`config.mk`:
```
export PLATFORM = sky130hd
export DESIGN_NAME = shared_reg_arbiter
export DESIGN_NICKNAME = d
export VERILOG_FILES = /design/src/rtl/shared_reg_pkg.sv /design/src/rtl/rr_pick.sv /design/src/rtl/shared_reg_arbiter.sv
export SDC_FILE = /design/constraint.sdc
export NUM_CORES = 1
export LEC_CHECK = 0
export BUFFER_PORTS_ARGS = -buffer_cell sky130_fd_sc_hd__clkbuf_2
export CAP_MARGIN = 30
export CORE_ASPECT_RATIO = 0.9
export CORE_MARGIN = 4
export CORE_UTILIZATION = 46
export CTS_BUF_LIST = sky130_fd_sc_hd__clkbuf_8 sky130_fd_sc_hd__clkbuf_16
export DETAILED_ROUTE_END_ITERATION = 8
export GPL_ROUTABILITY_DRIVEN = 0
export PLACE_DENSITY = 0.77
export SLEW_MARGIN = 20
export SYNTH_ARGS = -nofsm -noshare
export SYNTH_HDL_FRONTEND = slang
export SYNTH_SLANG_ARGS = --single-unit
```
`constraint.sdc`:
```
create_clock -name clk -period 2.9 [get_ports clk]
set_input_delay 0.435 -clock clk [delete_from_list [all_inputs] [get_ports clk]]
set_output_delay 0.435 -clock clk [all_outputs]
set_load 0.01 [all_outputs]
```
`src/rtl/shared_reg_pkg.sv`:
```
// Shared types and constants for the shared-register arbiter.
package shared_reg_pkg;

  typedef enum logic {
    OP_INC  = 1'b0,
    OP_LOAD = 1'b1
  } op_e;

  typedef enum logic {
    OPEN   = 1'b0,
    LOCKED = 1'b1
  } state_e;

  localparam int UPD_CNT_W = 16;

endpackage

```
`src/rtl/rr_pick.sv`:
```
// Rotating-priority one-hot picker: first set request at or after ptr, wrapping modulo N.
module rr_pick #(
  parameter int N  = 4,
  parameter int IW = 2
) (
  input  logic [N-1:0]  req,
  input  logic [IW-1:0] ptr,
  output logic [N-1:0]  gnt,
  output logic [IW-1:0] idx,
  output logic          any
);

  always_comb begin
    int j;
    j   = 0;
    gnt = '0;
    idx = '0;
    any = 1'b0;
    for (int k = 0; k < N; k++) begin
      j = int'(ptr) + k;
      if (j >= N) j = j - N;
      if (!any && req[j]) begin
        gnt[j] = 1'b1;
        idx    = IW'(j);
        any    = 1'b1;
      end
    end
  end

endmodule

```
`src/rtl/shared_reg_arbiter.sv`:
```
// Round-robin scheduler serialising INC/LOAD updates of one shared register.
// state  | meaning
// OPEN   | rotating-priority grant across all valid requesters, starting at ptr
// LOCKED | only the owner may transfer; owner dropping valid releases the lock
module shared_reg_arbiter
  import shared_reg_pkg::*;
#(
  parameter int               N_REQ = 4,
  parameter int               WIDTH = 8,
  parameter logic [WIDTH-1:0] INIT  = WIDTH'(1)
) (
  input  logic                              clk,
  input  logic                              rst,
  input  logic [N_REQ-1:0]                  req_valid,
  input  logic [N_REQ-1:0]                  req_op,
  input  logic [N_REQ-1:0][WIDTH-1:0]       req_data,
  input  logic [N_REQ-1:0]                  req_lock,
  output logic [N_REQ-1:0]                  req_ready,
  output logic [WIDTH-1:0]                  value,
  output logic [WIDTH-1:0]                  snap,
  output logic                              locked,
  output logic [$clog2(N_REQ)-1:0]          owner,
  output logic [UPD_CNT_W-1:0]              upd_count
);

  localparam int IW = $clog2(N_REQ);

  state_e          state;
  state_e          state_nxt;
  logic [IW-1:0]   ptr;
  logic [N_REQ-1:0] elig;
  logic [N_REQ-1:0] gnt;
  logic [IW-1:0]   gidx;
  logic            gany;
  logic            xfer;

  // LOCKED reuses the same picker with everything but the owner masked off
  assign elig = (state == LOCKED) ? (req_valid & (N_REQ'(1) << owner)) : req_valid;

  rr_pick #(
    .N  (N_REQ),
    .IW (IW)
  ) u_pick (
    .req (elig),
    .ptr (ptr),
    .gnt (gnt),
    .idx (gidx),
    .any (gany)
  );

  assign xfer = gany & ~rst;

  always_ff @(posedge clk) begin
    if (rst) state <= OPEN;
    else     state <= state_nxt;
  end

  always_comb begin
    state_nxt = state;
    case (state)
      OPEN: begin
        if (xfer && req_lock[gidx]) state_nxt = LOCKED;
      end
      LOCKED: begin
        if (!req_valid[owner])              state_nxt = OPEN;
        else if (xfer && !req_lock[gidx])   state_nxt = OPEN;
      end
      default: state_nxt = OPEN;
    endcase
  end

  always_comb begin
    req_ready = rst ? '0 : gnt;
    locked    = (state == LOCKED);
  end

  // ptr is only advanced by a grant, so a lock release already leaves it at owner+1
  always_ff @(posedge clk) begin
    if (rst) begin
      value     <= INIT;
      snap      <= '0;
      ptr       <= '0;
      owner     <= '0;
      upd_count <= '0;
    end else if (xfer) begin
      value     <= (op_e'(req_op[gidx]) == OP_LOAD) ? req_data[gidx] : value + 1'b1;
      snap      <= value;
      upd_count <= upd_count + 1'b1;
      owner     <= gidx;
      ptr       <= (gidx == IW'(N_REQ - 1)) ? '0 : gidx + 1'b1;
    end
  end

endmodule

```
# Word level (Yosys, flattened, before mapping)
# Cells that the tools add are included.
[totals]
ff_bits = 37
latch_bits = 0
ramBits = 0
mem_bits_ro = 0
in_bits = 46
out_inout_bits = 39
elab_cells = 104
n_memories = 0
[op_classes]
add_sub_neg = 10
n_mul = 0
n_div = 0
magnitude_cmp = 14
eq_ne = 1
shift = 1
mux = 52
bitwise_logic = 7
n_reduce_logical = 13
[op_table]
columns = ["operator", "n"]
rows = [
  ["32-bit by 1-bit greater-or-equal comparator with 1-bit output, second input constant", 4],
  ["32-bit by 4-bit less-than comparator with 1-bit output, second input constant", 4],
  ["32-bit 2-to-1 mux", 4],
  ["32-bit by 4-bit greater-or-equal comparator with 1-bit output, second input constant", 3],
  ["32-bit by 4-bit subtractor with 32-bit output, second input constant", 3],
  ["4-bit 2-to-1 mux", 6],
  ["1-bit 2-to-1 mux", 22],
  ["16-bit by 1-bit adder with 16-bit output, second input constant", 1],
  ["8-bit binary-select mux with 2-bit select", 1],
  ["8-bit 2-to-1 mux", 2],
  ["1-bit binary-select mux with 2-bit select", 7],
  ["4-bit OR", 3],
  ["2-bit 2-to-1 mux", 5],
  ["1-bit logical AND", 9],
  ["8-bit by 1-bit adder with 8-bit output, second input constant", 1],
  ["1-bit demux with 2-bit select", 4],
  ["2-bit by 2-bit adder with 3-bit output, second input constant", 2],
  ["2-bit by 3-bit less-than comparator with 1-bit output, second input constant", 2],
  ["4-bit bitwise AND", 1],
  ["1-bit logical NOT", 4],
  ["1-bit by 2-bit << shifter with 4-bit output, first input constant", 1],
  ["2-bit by 3-bit subtractor with 4-bit output, second input constant", 1],
  ["2-bit by 1-bit adder with 3-bit output, second input constant", 1],
  ["2-bit by 3-bit greater-or-equal comparator with 1-bit output, second input constant", 1],
  ["other kinds (5)", 6],
]

# Depth between registers and ports, before layout
# Gate-level depths: netlist (run 1).
[depth]
word_depth = 23
depth_mapped = 14
depth_no_buf = 12

# By module
# From an unflattened synthesis (run 1), not the netlist that was laid out.
[unflattened]
cells_unflattened = 262
hier_area_um2 = 2461.1
[modules_own_cells]
columns = ["mod", "n_inst", "cells_per_inst", "area_per_inst_um2", "seq_area_each_um2"]
rows = [
  ["shared_reg_arbiter", 1, 214, 2000.7, 740.7],
  ["rr_pick", 1, 48, 460.4, 0.0],
]

# Least setup slack after synthesis (run 1)
# No wires, ideal clock.
[synth_timing]
path_type = "reg2reg"
from = "reg ptr[0]"
to = "reg value[6]"
setup_ns = 0.137
t_arrival_ns = 2.847
required_time_ns = 2.763
setup_slack_ns = -0.084
path_stages_with_launch = 13
path_buffers = 2
period_less_slack_ns = 2.984
path_cell_list = "dfxtp_1 buf_4 inv_2 ha_1 inv_1 mux4_2 and3_4 o211ai_4 and2_1 buf_6 mux4_2 or3b_1 a41oi_2"
[synth_via]
elab_chain_cells = 18
word_cells_on_any_way = 47
cone_classes = "add/sub (7); order compare (4); mux (29); bitwise (1); reduce/logical (6)"
[synth_rtl]
columns = ["element", "line", "source"]
rows = [
  ["start: declaration", "shared_reg_arbiter.sv:30", "logic [IW-1:0] ptr;"],
  ["start signal: assignment", "shared_reg_arbiter.sv:90", "ptr <= (gidx == IW'(N_REQ - 1)) ? '0 : gidx + 1'b1;"],
  ["branches (longest 18 deep; another with 32-bit by 4-bit subtractor with 32-bit output)", "--", ""],
  ["end signal: assignment", "shared_reg_arbiter.sv:86", "value <= (op_e'(req_op[gidx]) == OP_LOAD) ? req_data[gidx] : value + 1'b1;"],
  ["end: declaration", "shared_reg_arbiter.sv:19", "output logic [WIDTH-1:0] value,"],
]
# Parallel ways; which one is timed is not known. The select of a mux whose other input is x is not followed.
# A chain may end at the register's enable or synchronous reset.

# Worst setup path in the final report (run 1)
[layout_timing]
from = "reg state, in the netlist locked"
to = "out req_ready[1]"
[layout_via]
elab_chain_cells = 15
word_cells_on_any_way = 30
cone_classes = "mux (21); bitwise (3); reduce/logical (6)"
[layout_rtl]
columns = ["element", "line", "source"]
rows = [
  ["start: declaration", "shared_reg_arbiter.sv:28", "state_e state;"],
  ["start signal: assignment", "shared_reg_arbiter.sv:55", "else state <= state_nxt;"],
  ["4-bit 2-to-1 mux *", "shared_reg_arbiter.sv:38", "assign elig = (state == LOCKED) ? (req_valid & (N_REQ'(1) << owner)) : req_valid;"],
  ["1-bit binary-select mux with 2-bit select", "rr_pick.sv:22", "if (!any && req[j]) begin"],
  ["1-bit 2-to-1 mux (implied by the code) (2 in a row)", "rr_pick.sv:22", ""],
  ["1-bit 2-to-1 mux", "rr_pick.sv:22", ""],
  ["1-bit logical NOT", "rr_pick.sv:22", ""],
  ["1-bit logical AND", "rr_pick.sv:22", ""],
  ["1-bit 2-to-1 mux", "rr_pick.sv:22", ""],
  ["1-bit logical NOT", "rr_pick.sv:22", ""],
  ["1-bit logical AND", "rr_pick.sv:22", ""],
  ["1-bit 2-to-1 mux", "rr_pick.sv:22", ""],
  ["1-bit logical NOT", "rr_pick.sv:22", ""],
  ["1-bit logical AND", "rr_pick.sv:22", ""],
  ["4-bit 2-to-1 mux *", "rr_pick.sv:22", ""],
  ["4-bit 2-to-1 mux *", "shared_reg_arbiter.sv:73", "req_ready = rst ? '0 : gnt;"],
  ["end: declaration", "shared_reg_arbiter.sv:18", "output logic [N_REQ-1:0] req_ready,"],
]
# Every way passes the cells marked *; elsewhere a longest branch is shown, timed or not. The select of a mux whose other input is x is not followed.

==> reports/summary.txt, run 1 <==
Routed via count -> 2809
Die width -> 85.86 microns
Post-placement cell area -> 0.003107 sq mm
Top cell type's share of synthesized area -> 29.51%
Cell breakdown of the critical path -> a21bo_1 > and2_4 > mux4_2 > buf_4 > a222oi_1 > a21oi_1 > clkbuf_2
Number of buffer cells added on primary ports -> 84
Finish-stage setup viols -> 0
Syn_area_per_cell -> 7.868 sq um
Number of nets in the final layout -> 480
Routed vias/inst -> 5.721
Layout Area Growth over Synthesis -> 34.35%
Result of the run -> finished, final reports clean
Maximum VDD drop -> 0.6444 mV
Wire per inst -> 14.77 microns
Data arrival time of the critical path -> 2.36 ns
Biggest area contributors in the synthesized netlist -> sky130_fd_sc_hd__dfxtp_1 30%, sky130_fd_sc_hd__nand2_1 7.6%, sky130_fd_sc_hd__a21oi_1 6.2%
Count of routing violations after the opening detailed-route iteration -> 190
GR Overflow Total -> 0
Clock transition at the registers of the reported paths -> 0.07 ns
Most repeated cell in the gate-level netlist after synthesis -> sky130_fd_sc_hd__nand2_1
Std cell rows -> 25
Cell at the root of the clock tree -> sky130_fd_sc_hd__clkbuf_8
Top achievable clock speed -> 358.3 MHz
Kind of critical path -> register to output port
N_diodes -> 0
Final Critical Period -> 2.791 ns
Critical path's largest stage delay -> 0.52 ns
Post-Syn Instances -> 319
Seq cells post-synth -> 37
Endpoint required time on the critical path -> 2.47 ns
Total CTS buffers -> 5
CTS Sinks -> 37
Fraction of registers with async set or reset after synthesis -> 0%
Biggest fanout along the worst timing path -> 7
DRC errors left -> 0
Number of global-route vias before repair -> 2581
Clk_skew -> 0.006573 ns
Yosys top cell by area -> sky130_fd_sc_hd__dfxtp_1
Syn Std Cell Area -> 0.002510 sq mm
Worst setup slack for register-to-register paths -> 0.11 ns
Number of I/O pins -> 85
Dominant synthesized flop cell -> sky130_fd_sc_hd__dfxtp_1
Vertical extent of the die -> 78.08 microns
Largest net degree at the start of global routing -> 36
Total instance count after detailed placement -> 476
Clock buffer depth -> 2
Post-route cell area -> 0.003372 sq mm
Final total negative setup slack -> 0 ns
Post-CTS Hold Buffers -> 0
Total number of H-tree levels -> 2
Most numerous cell types in the synthesized netlist -> 51 x sky130_fd_sc_hd__nand2_1, 37 x sky130_fd_sc_hd__dfxtp_1, 31 x sky130_fd_sc_hd__a21oi_1
Count of non-filler cells in the finished layout -> 491
Slew at the pin closest to its max-slew limit -> 0.5008 ns
Number of flops mapped to enable cells by yosys -> 0
Critical-path cell with the highest stage delay -> sky130_fd_sc_hd__mux4_2
Endpoint class of the critical path -> output port
Category of the worst setup path launch point -> register
Total number of yosys warnings -> 0
Hold_ws -> 0.3997 ns
Worst slack at placement -> -0.01701 ns
Die area -> 0.006704 sq mm
Endpoint of the worst register-to-register path -> value[6]
FF-to-FF path depth -> 11
Worst setup path start -> locked
Total Routing Usage GR -> 21.85%
Leakage power figure -> 1.539 nW
Share of the cycle needed by the critical path after routing -> 96.24%
Post-DRT Antenna Nets -> 0
Post-synthesis net count -> 376
Share of cells above drive strength 1 -> 34.43%
Sequential share of the synthesized area -> 29.51%
Number of antenna violations at the first check in global routing -> 0
Unrepaired setup endpoints after global routing -> true
Skew-Pair Late Insertion Delay -> 0.30 ns
Placeable Area -> 0.005255 sq mm
Hold WC Path Type -> input pin to register
Final hold violation count -> 0
Crit path capture -> req_ready[1]
Max cap viols -> 0
DRT Pass-1 Iters -> 6
Total power per unit cell area -> 1045 mW/mm^2
Detailed Route WL -> 7.250 mm
Post-DP HPWL -> 5.474 mm
Startpoint of the worst register-to-register path -> locked
Max-Slew Margin vs Limit -> 66.39%
Final-report max-slew violation count -> 0
Count of cell types in the netlist -> 49
Effective utilization at floorplan -> 47.76%
Worst Slack Setup Final -> 0.1089 ns
First-pass GRT wire length -> 11.96 mm
TritonCTS clock tree -> yes
==> how the worst min path moves through the flow <==
| stage | depth (start not counted) | start | endpoint | slack, ns |
|---|---|---|---|---|
| final | 3 | req_lock[1] | locked | 0.40 |
| after floorplan | 2 | snap[1] | snap[1] | 0.48 |
| after global placement | 2 | snap[6] | snap[6] | 0.44 |
| after CTS | 3 | req_lock[1] | locked | 0.40 |
| after global routing | 3 | req_lock[1] | locked | 0.42 |
| after detailed placement | 2 | snap[3] | snap[3] | 0.45 |
==> cell usage in the layout (no fill, tap or decap), types with 2 or more instances in the layout <==
cell type	synthesis	layout
sky130_fd_sc_hd__bufinv_16	0	2
sky130_fd_sc_hd__o31ai_1	5	5
sky130_fd_sc_hd__nor3_1	5	4
sky130_fd_sc_hd__xor2_1	8	8
sky130_fd_sc_hd__a41oi_2	2	2
sky130_fd_sc_hd__nand2_1	51	51
sky130_fd_sc_hd__dfxtp_4	0	2
sky130_fd_sc_hd__a21oi_1	31	29
sky130_fd_sc_hd__a21boi_0	4	3
sky130_fd_sc_hd__and3_1	10	10
sky130_fd_sc_hd__xnor2_1	2	2
sky130_fd_sc_hd__clkbuf_8	0	5
sky130_fd_sc_hd__buf_4	1	26
sky130_fd_sc_hd__dfxtp_2	0	2
sky130_fd_sc_hd__nand3_1	25	25
sky130_fd_sc_hd__nand4_1	9	9
sky130_fd_sc_hd__and2_4	1	2
sky130_fd_sc_hd__or3_1	6	6
sky130_fd_sc_hd__dfxtp_1	37	33
sky130_fd_sc_hd__or3b_1	2	2
sky130_fd_sc_hd__inv_1	6	6
sky130_fd_sc_hd__ha_1	11	11
sky130_fd_sc_hd__a22o_1	4	4
sky130_fd_sc_hd__nor2b_1	6	6
sky130_fd_sc_hd__o21a_1	2	2
sky130_fd_sc_hd__clkbuf_2	0	83
sky130_fd_sc_hd__mux2i_1	10	10
sky130_fd_sc_hd__mux4_2	4	4
sky130_fd_sc_hd__nand2b_1	3	2
sky130_fd_sc_hd__o21ai_1	1	2
sky130_fd_sc_hd__a222oi_1	4	4
sky130_fd_sc_hd__buf_8	0	2
sky130_fd_sc_hd__o21ai_0	19	17
sky130_fd_sc_hd__nor2_1	15	15
==> cell families (layout without fill, tap and decap cells) <==
group	Yosys count	in the layout	synth area share [%]
flops	37	37	29.51
simple gates	143	143	28.32
fa+ha+maj	11	11	5.483
compound gates	81	81	21.44
buf+inv	23	128	4.187
mux	14	14	7.578
xor+xnor	10	10	3.490
==> what timing repair did <==
item,CTS,global route
pin swaps,0,6
gates resized for setup,3,22
buffers inserted,0,7
endpoints found under the setup margin,5,15
==> worst max-delay path, delay by kind of cell, from the launching register on <==
kind / cells / cell delay (ns)
flip-flops: 1 / 0.38
AND/OR/NAND/NOR: 1 / 0.16
buffers and inverters: 2 / 0.32
AO/OA/AOI/OAI: 3 / 0.67
multiplexers: 1 / 0.52
==> metal layers <==
metal / vias up / part of all wire (%) / wire length [microns] / GRT usage (%)
met5: - / 0 / 0 / 0
met4: 0 / 2.3 / 166 / 6.962
met3: 21 / 8.7 / 628 / 5.666
met2: 149 / 45 / 3288 / 34.59
met1: 1274 / 44 / 3167 / 28.96
li1: 1365 / - / - / -
==> per-stage QoR <==
step | util (%) | power [mW]
after floorplan | - | 2.130
after global placement | 59.12 | 2.693
after detailed placement | 59.12 | 2.748
after CTS | 61.90 | 3.313
after global routing | 64.17 | 3.774
final | 64.17 | 3.524
==> power breakdown <==
group	internal (mW)	total (mW)	switching (mW)
clock	0.346	0.543	0.197
combinational	1.05	2.25	1.20
sequential	0.616	0.729	0.113
==> registers in the layout (all words and copies together), names as in the netlist <==
| name | cells |
|---|---|
| upd_count | 16 |
| snap | 8 |
| value | 8 |
| owner | 2 |
| ptr | 2 |
| locked | 1 |
==> cell type report <==
type / instances / area (sq um)
multi-input cells: 259 / 1717
well taps: 67 / 83.83
clock inverters: 3 / 68.82
repair buffers: 113 / 656.9
fillers: 483 / 1883
flip-flops and latches: 37 / 750.7
inverters: 7 / 26.28
clock buffers: 5 / 68.82
Power figures use the tool's default switching activity.
==> inputs of run 2 (changes only) <==
- CORE_MARGIN: 4 -> unset
- SYNTH_HIERARCHICAL: unset -> 1
==> reports/summary.txt, run 2 <==
Total CTS buffers -> 5 (unchanged)
Flip-flop count of the largest register after layout -> 16 (unchanged)
N_diodes -> 0 (unchanged)
Biggest fanout along the worst timing path -> 7 (unchanged)
CTS Sinks -> 37 (unchanged)
Std cell rows -> 24 (-4.0%)
Top cell type's share of synthesized area -> 30.10% (+0.59 points)
Cell breakdown of the critical path -> nand2b_4 > a21boi_4 > mux4_2 > o311ai_1 > a32o_2 > mux4_2 > and2_0 > o21ai_1 > a21oi_1
Final total negative setup slack -> -0.4735 ns (-0.4735 ns)
Wire per inst -> 16.84 microns (+14%)
Syn Std Cell Area -> 0.002461 sq mm (-1.9%)
Largest net degree at the start of global routing -> 43 (+19%)
Registers with the most flip-flops -> upd_count: 16 flops, snap: 8 flops, value: 8 flops
Total power per unit cell area -> 1147 mW/mm^2 (+9.8%)
Number of flops mapped to enable cells by yosys -> 0 (unchanged)
Clock buffer depth -> 2 (unchanged)
Total number of yosys warnings -> 6 (+6)
Max cap viols -> 0 (unchanged)
Number of nets in the final layout -> 429 (-11%)
Max-Slew Margin vs Limit -> 70.71% (+4.3 points)
Total number of H-tree levels -> 2 (unchanged)
Number of global-route vias before repair -> 2417 (-6.4%)
Endpoint class of the critical path -> register
Die width -> 79.10 microns (-7.9%)
Cell occurring most often along the worst timing path -> sky130_fd_sc_hd__mux4_2
XOR/XNOR share of the synthesized area -> 3.915% (+0.43 points)
Number of I/O pins -> 85 (unchanged)
Vertical extent of the die -> 71.39 microns (-8.6%)
Count of routing violations after the opening detailed-route iteration -> 195 (+2.6%)
Category of the worst setup path launch point -> register
Top achievable clock speed -> 330.4 MHz (-7.8%)
Fraction of the mapped netlist area in simple logic gates -> 20.59% (-7.7 points)
Cell at the root of the clock tree -> sky130_fd_sc_hd__clkbuf_8
Result of the run -> finished, violations left
Number of buffer cells added on primary ports -> 84 (unchanged)
Share of cells above drive strength 1 -> 47.18% (+13 points)
DRC errors left -> 0 (unchanged)
Post-route cell area -> 0.003470 sq mm (+2.9%)
Final Critical Period -> 3.026 ns (+0.2353 ns)
Final hold violation count -> 0 (unchanged)
Post-CTS Hold Buffers -> 0 (unchanged)
Final-report max-slew violation count -> 0 (unchanged)
Fraction of registers with async set or reset after synthesis -> 0% (unchanged)
Seq cells post-synth -> 37 (unchanged)
Largest family of logic cells by synthesized area -> multiplexers
Routed vias/inst -> 6.037 (+5.5%)
Register ranked first by flip-flop count -> upd_count
Skew-Pair Late Insertion Delay -> 0.29 ns (about the same)
Data arrival time of the critical path -> 3.19 ns (+0.83 ns)
Dominant synthesized flop cell -> sky130_fd_sc_hd__dfxtp_1
Slew at the pin closest to its max-slew limit -> 0.4393 ns (-0.06152 ns)
DRT Pass-1 Iters -> 5 (-1)
Routed via count -> 2644 (-5.9%)
Syn_area_per_cell -> 9.394 sq um (+19%)
Post-DRT Antenna Nets -> 0 (unchanged)
Layout Area Growth over Synthesis -> 40.98%
Maximum VDD drop -> 0.6688 mV (+3.8%)
First-pass GRT wire length -> 11.16 mm (-6.7%)
Compound-cell area share of the yosys netlist -> 13.62% (-7.8 points)
Most frequent cells in the layout -> 80 x sky130_fd_sc_hd__clkbuf_2, 33 x sky130_fd_sc_hd__nor2_1, 32 x sky130_fd_sc_hd__dfxtp_1
Clock transition at the registers of the reported paths -> 0.07 ns (about the same)
Count of cell types in the netlist -> 47 (-4.1%)
Leakage power figure -> 1.577 nW (+2.5%)
Critical path's largest stage delay -> 0.60 ns (+0.08 ns)
Most repeated cell in the gate-level netlist after synthesis -> sky130_fd_sc_hd__dfxtp_1
Effective utilization at floorplan -> 49.37% (+1.6 points)
Yosys top cell by area -> sky130_fd_sc_hd__dfxtp_1
Post-placement cell area -> 0.003047 sq mm (-1.9%)
Proportion of synthesized area in mux cells -> 21.30% (+14 points)
Most common cell after layout, fill and taps aside -> sky130_fd_sc_hd__clkbuf_2
Placeable Area -> 0.004985 sq mm (-5.1%)
Failing checks -> negative setup slack
Biggest area contributors in the synthesized netlist -> sky130_fd_sc_hd__dfxtp_1 30%, sky130_fd_sc_hd__mux4_2 11%, sky130_fd_sc_hd__ha_1 5.6%
Number of antenna violations at the first check in global routing -> 0 (unchanged)
Total Routing Usage GR -> 25.24% (+3.4 points)
Worst Slack Setup Final -> -0.1263 ns (-0.2353 ns)
Hold WC Path Type -> register to register
Die area -> 0.005647 sq mm (-16%)
Post-Syn Instances -> 262 (-18%)
Post-synthesis net count -> 319 (-15%)
Critical-path cell with the highest stage delay -> sky130_fd_sc_hd__mux4_2
TritonCTS clock tree -> yes
Share of synthesized cell area in full adder, half adder and majority cells -> 5.592% (+0.11 points)
Hold_ws -> 0.4578 ns (+0.05807 ns)
Most numerous cell types in the synthesized netlist -> 37 x sky130_fd_sc_hd__dfxtp_1, 33 x sky130_fd_sc_hd__nor2_1, 17 x sky130_fd_sc_hd__o21ai_0
Worst slack at placement -> -0.2217 ns (-0.2047 ns)
Share of the cycle needed by the critical path after routing -> 104.4% (+8.1 points)
Unrepaired setup endpoints after global routing -> true
Detailed Route WL -> 7.377 mm (+1.8%)
Hold depth -> 2 (-1)
Finish-stage setup viols -> 6 (+6)
Power Total -> 3.981 mW (+13%)
Endpoint required time on the critical path -> 3.07 ns (+0.60 ns)
GR Overflow Total -> 0 (unchanged)
Post-DP HPWL -> 4.548 mm (-17%)
Sequential share of the synthesized area -> 30.10% (+0.59 points)
Kind of critical path -> register to register
FF-to-FF path depth -> 9 (-2)
Clk_skew -> 0.005664 ns (-0.0009083 ns)
## run 2: area by class of cell
cell class                 count  area (sq um)
fill                         392          1515
multi-input combinational    204          1792
inverter                       9         33.78
sequential                    37         757.0
clock inverter                 3         11.26
tap                           65         81.33
timing repair buffer         115         725.7
clock buffer                   5         68.82
## run 2: through the flow
step	util (%)	std cells
floorplan	-	262
global placement	61.12	414
detailed placement	61.12	414
CTS	65.99	434
global route	69.60	438
finish	69.60	438
## run 2: worst max-delay path: cells and delay by family (launching register included)
kind	cells	cell delay, ns
AOI/OAI and AO/OA	5	1.10
DFF	1	0.40
muxes	2	1.04
and+or+nand+nor	2	0.36
## run 2: logic make-up after synthesis
| group | Yosys count |
|---|---|
| simple gates | 96 |
| xor+xnor | 11 |
| buf+inv | 24 |
| mux | 32 |
| flops | 37 |
| fa+ha+maj | 11 |
| compound gates | 51 |
## run 2: repair_timing
action	in CTS	in global routing
setup endpoints to repair	12	15
pin swaps	3	18
resized for setup	15	39
gates cloned	2	2
buffers inserted	10	3
## run 2: path summary, 6_finish.rpt
path                                from  endpoint  slack, ns
worst max-delay path            owner[0]  value[5]      -0.13
worst min-delay path             snap[0]   snap[0]       0.46
worst max register to register  owner[0]  value[5]      -0.13
worst min register to register   snap[0]   snap[0]       0.46
## run 2: routing by layer
| layer | vias to the layer above | GRT usage [%] | wire length, microns |
|---|---|---|---|
| met2 | 173 | 39.94 | 3535 |
| met4 | 0 | 11.11 | 221 |
| met5 | - | 0 | 0 |
| li1 | 1199 | - | - |
| met3 | 29 | 4.586 | 602 |
| met1 | 1243 | 33.85 | 3018 |
## run 2: report_power, final
part,switching (mW),internal (mW),leakage [nW]
clock,0.184,0.160,0.0519
sequential,0.144,0.629,0.305
combinational,1.37,1.49,1.22
total,1.70,2.28,1.58
==> inputs of run 3 (changes only) <==
- CORE_UTILIZATION: 46 -> 50
- PLACE_DENSITY: 0.77 -> 0.8
- clock period: 2.9 -> 3.1 ns (I/O delays scaled with it)
==> reports/summary.txt, run 3 (synthesized netlist as in run 2, its figures left out) <==
CTS Sinks -> 37 (unchanged)
Die area -> 0.005207 sq mm (-7.8%)
Number of I/O pins -> 85 (unchanged)
Final Critical Period -> 3.044 ns (+0.01753 ns)
DRC errors left -> 0 (unchanged)
Effective utilization at floorplan -> 53.79% (+4.4 points)
Most frequent cells in the layout -> 84 x sky130_fd_sc_hd__clkbuf_2, 33 x sky130_fd_sc_hd__nor2_1, 33 x sky130_fd_sc_hd__dfxtp_1
Routed via count -> 2527 (-4.4%)
Cell at the root of the clock tree -> sky130_fd_sc_hd__clkbuf_8
Number of nets in the final layout -> 420 (-2.1%)
Flip-flop count of the largest register after layout -> 16 (unchanged)
Biggest fanout along the worst timing path -> 7 (unchanged)
Core occupancy in the finished layout -> 71.73% (+2.1 points)
Layout Area Growth over Synthesis -> 33.35%
Detailed Route WL -> 6.503 mm (-12%)
Registers with the most flip-flops -> upd_count: 16 flops, snap: 8 flops, value: 8 flops
Worst setup path start -> ptr[0]
Power Total -> 3.397 mW (-15%)
Number of antenna violations at the first check in global routing -> 0 (unchanged)
Layer with the highest usage after global routing -> met2
Top achievable clock speed -> 328.5 MHz (-0.58%)
Fraction of met3 tracks used by global routing -> 4.737% (+0.15 points)
Kind of critical path -> register to register
Total power per unit cell area -> 1035 mW/mm^2 (-9.8%)
Global-route track usage on met2 -> 40.23% (+0.28 points)
Clock transition at the registers of the reported paths -> 0.07 ns (about the same)
Slew at the pin closest to its max-slew limit -> 0.4241 ns (-0.01520 ns)
TritonCTS clock tree -> yes
Final-report max-slew violation count -> 0 (unchanged)
N_diodes -> 0 (unchanged)
Routed vias/inst -> 5.946 (-1.5%)
Data arrival time of the critical path -> 3.28 ns (+0.09 ns)
Placeable Area -> 0.004576 sq mm (-8.2%)
Max cap viols -> 0 (unchanged)
Final total negative setup slack -> 0 ns (+0.4735 ns)
First-pass GRT wire length -> 9.411 mm (-16%)
Skew-Pair Late Insertion Delay -> 0.29 ns (about the same)
Final hold violation count -> 0 (unchanged)
Total Routing Usage GR -> 22.84% (-2.4 points)
Maximum VDD drop -> 0.7566 mV (+13%)
Finish-stage setup viols -> 0 (-6)
Startpoint of the worst register-to-register path -> ptr[0]
Max-Slew Margin vs Limit -> 71.72% (+1.0 points)
Result of the run -> finished, final reports clean
Std cell rows -> 23 (-4.2%)
Category of the worst setup path launch point -> register
Share of the cycle needed by the critical path after routing -> 98.19% (-6.2 points)
Hold WC Path Type -> register to register
Post-DP HPWL -> 4.353 mm (-4.3%)
Endpoint class of the critical path -> register
Share of cells above drive strength 1 -> 41.32% (-5.9 points)
Register ranked first by flip-flop count -> upd_count
Number of global-route vias before repair -> 2108 (-13%)
Total number of H-tree levels -> 2 (unchanged)
Endpoint required time on the critical path -> 3.34 ns (+0.27 ns)
Wire per inst -> 15.30 microns (-9.2%)
Clock buffer depth -> 2 (unchanged)
Largest net degree at the start of global routing -> 42 (-2.3%)
Die width -> 75.96 microns (-4.0%)
Vertical extent of the die -> 68.56 microns (-4.0%)
Post-DRT Antenna Nets -> 0 (unchanged)
Met1 usage in global routing -> 27.73% (-6.1 points)
Count of routing violations after the opening detailed-route iteration -> 176 (-9.7%)
GR Overflow Total -> 0 (unchanged)
Total CTS buffers -> 5 (unchanged)
DRT Pass-1 Iters -> 5 (unchanged)
Post-CTS Hold Buffers -> 0 (unchanged)
Clk_skew -> 0.004250 ns (-0.001415 ns)
Launch instance of the worst min-delay path -> snap[0]
Number of buffer cells added on primary ports -> 84 (unchanged)
Most common cell after layout, fill and taps aside -> sky130_fd_sc_hd__clkbuf_2
Leakage power figure -> 1.499 nW (-5.0%)
-- run 3: cell types whose count changed in the layout (fill, tap and decap cells not counted), sizes merged --
| cell | change |
|---|---|
| clkbuf | +3 |
| inv | -3 |
| buf | -12 |
| clkinv | +1 |
| bufinv | +1 |
-- run 3: where the power goes --
group	internal (mW)	total [mW]	leakage (nW)	switching, mW
sequential	0.586	0.709	0.305	0.123
combinational	1.17	2.28	1.14	1.11
clock	0.234	0.406	0.0540	0.172
-- run 3: per-layer routing --
layer	vias up	share of wire, %
li1	1177	-
met1	1186	41
met2	144	48
met3	20	8.2
met4	0	2.2
met5	-	0
-- run 3: worst paths after layout --
check	endpoint	depth (start not counted)	slack, ns
worst max-delay path	value[7]	10	0.06
worst min-delay path	snap[0]	2	0.47
worst max register to register	value[7]	10	0.06
worst min register to register	snap[0]	2	0.47
-- run 3: area by class of cell --
| cell class | count | area (sq um) |
|---|---|---|
| multi-input combinational | 204 | 1704 |
| fill | 330 | 1294 |
| tap | 62 | 77.57 |
| timing repair buffer | 106 | 609.3 |
| sequential | 37 | 753.2 |
| clock buffer | 5 | 68.82 |
| clock inverter | 2 | 35.03 |
| inverter | 9 | 33.78 |
-- run 3: repair_timing --
item | 4_1_cts | 5_1_grt
cloned | 0 | 3
endpoints found under the setup margin | 5 | 12
gates resized for setup | 3 | 23
pin swaps | 0 | 1
setup buffers | 0 | 7
-- run 3: critical path, stage by stage, from the launching register on --
cell and delay [ns]:
sky130_fd_sc_hd__dfxtp_2 0.40, sky130_fd_sc_hd__inv_1 0.13, sky130_fd_sc_hd__ha_4 0.31, sky130_fd_sc_hd__mux4_2 0.39, sky130_fd_sc_hd__and2b_2 0.27, sky130_fd_sc_hd__o21ai_1 0.09, sky130_fd_sc_hd__o31ai_4 0.09, sky130_fd_sc_hd__buf_6 0.17
sky130_fd_sc_hd__mux4_2 0.59, sky130_fd_sc_hd__o41ai_2 0.36, sky130_fd_sc_hd__a32o_2 0.18
-- run 3: stage by stage --
step	std cells	cell area [sq um]	hold WS (ns)	setup slack, ns
finish	425	3282	0.4733	0.05616
global route	425	3282	0.5040	-0.05387
CTS	415	3114	0.4745	0.02786
detailed placement	408	3009	0.4624	-0.07286
global placement	408	3009	0.4431	0.03123
floorplan	262	2477	0.4805	0.02141
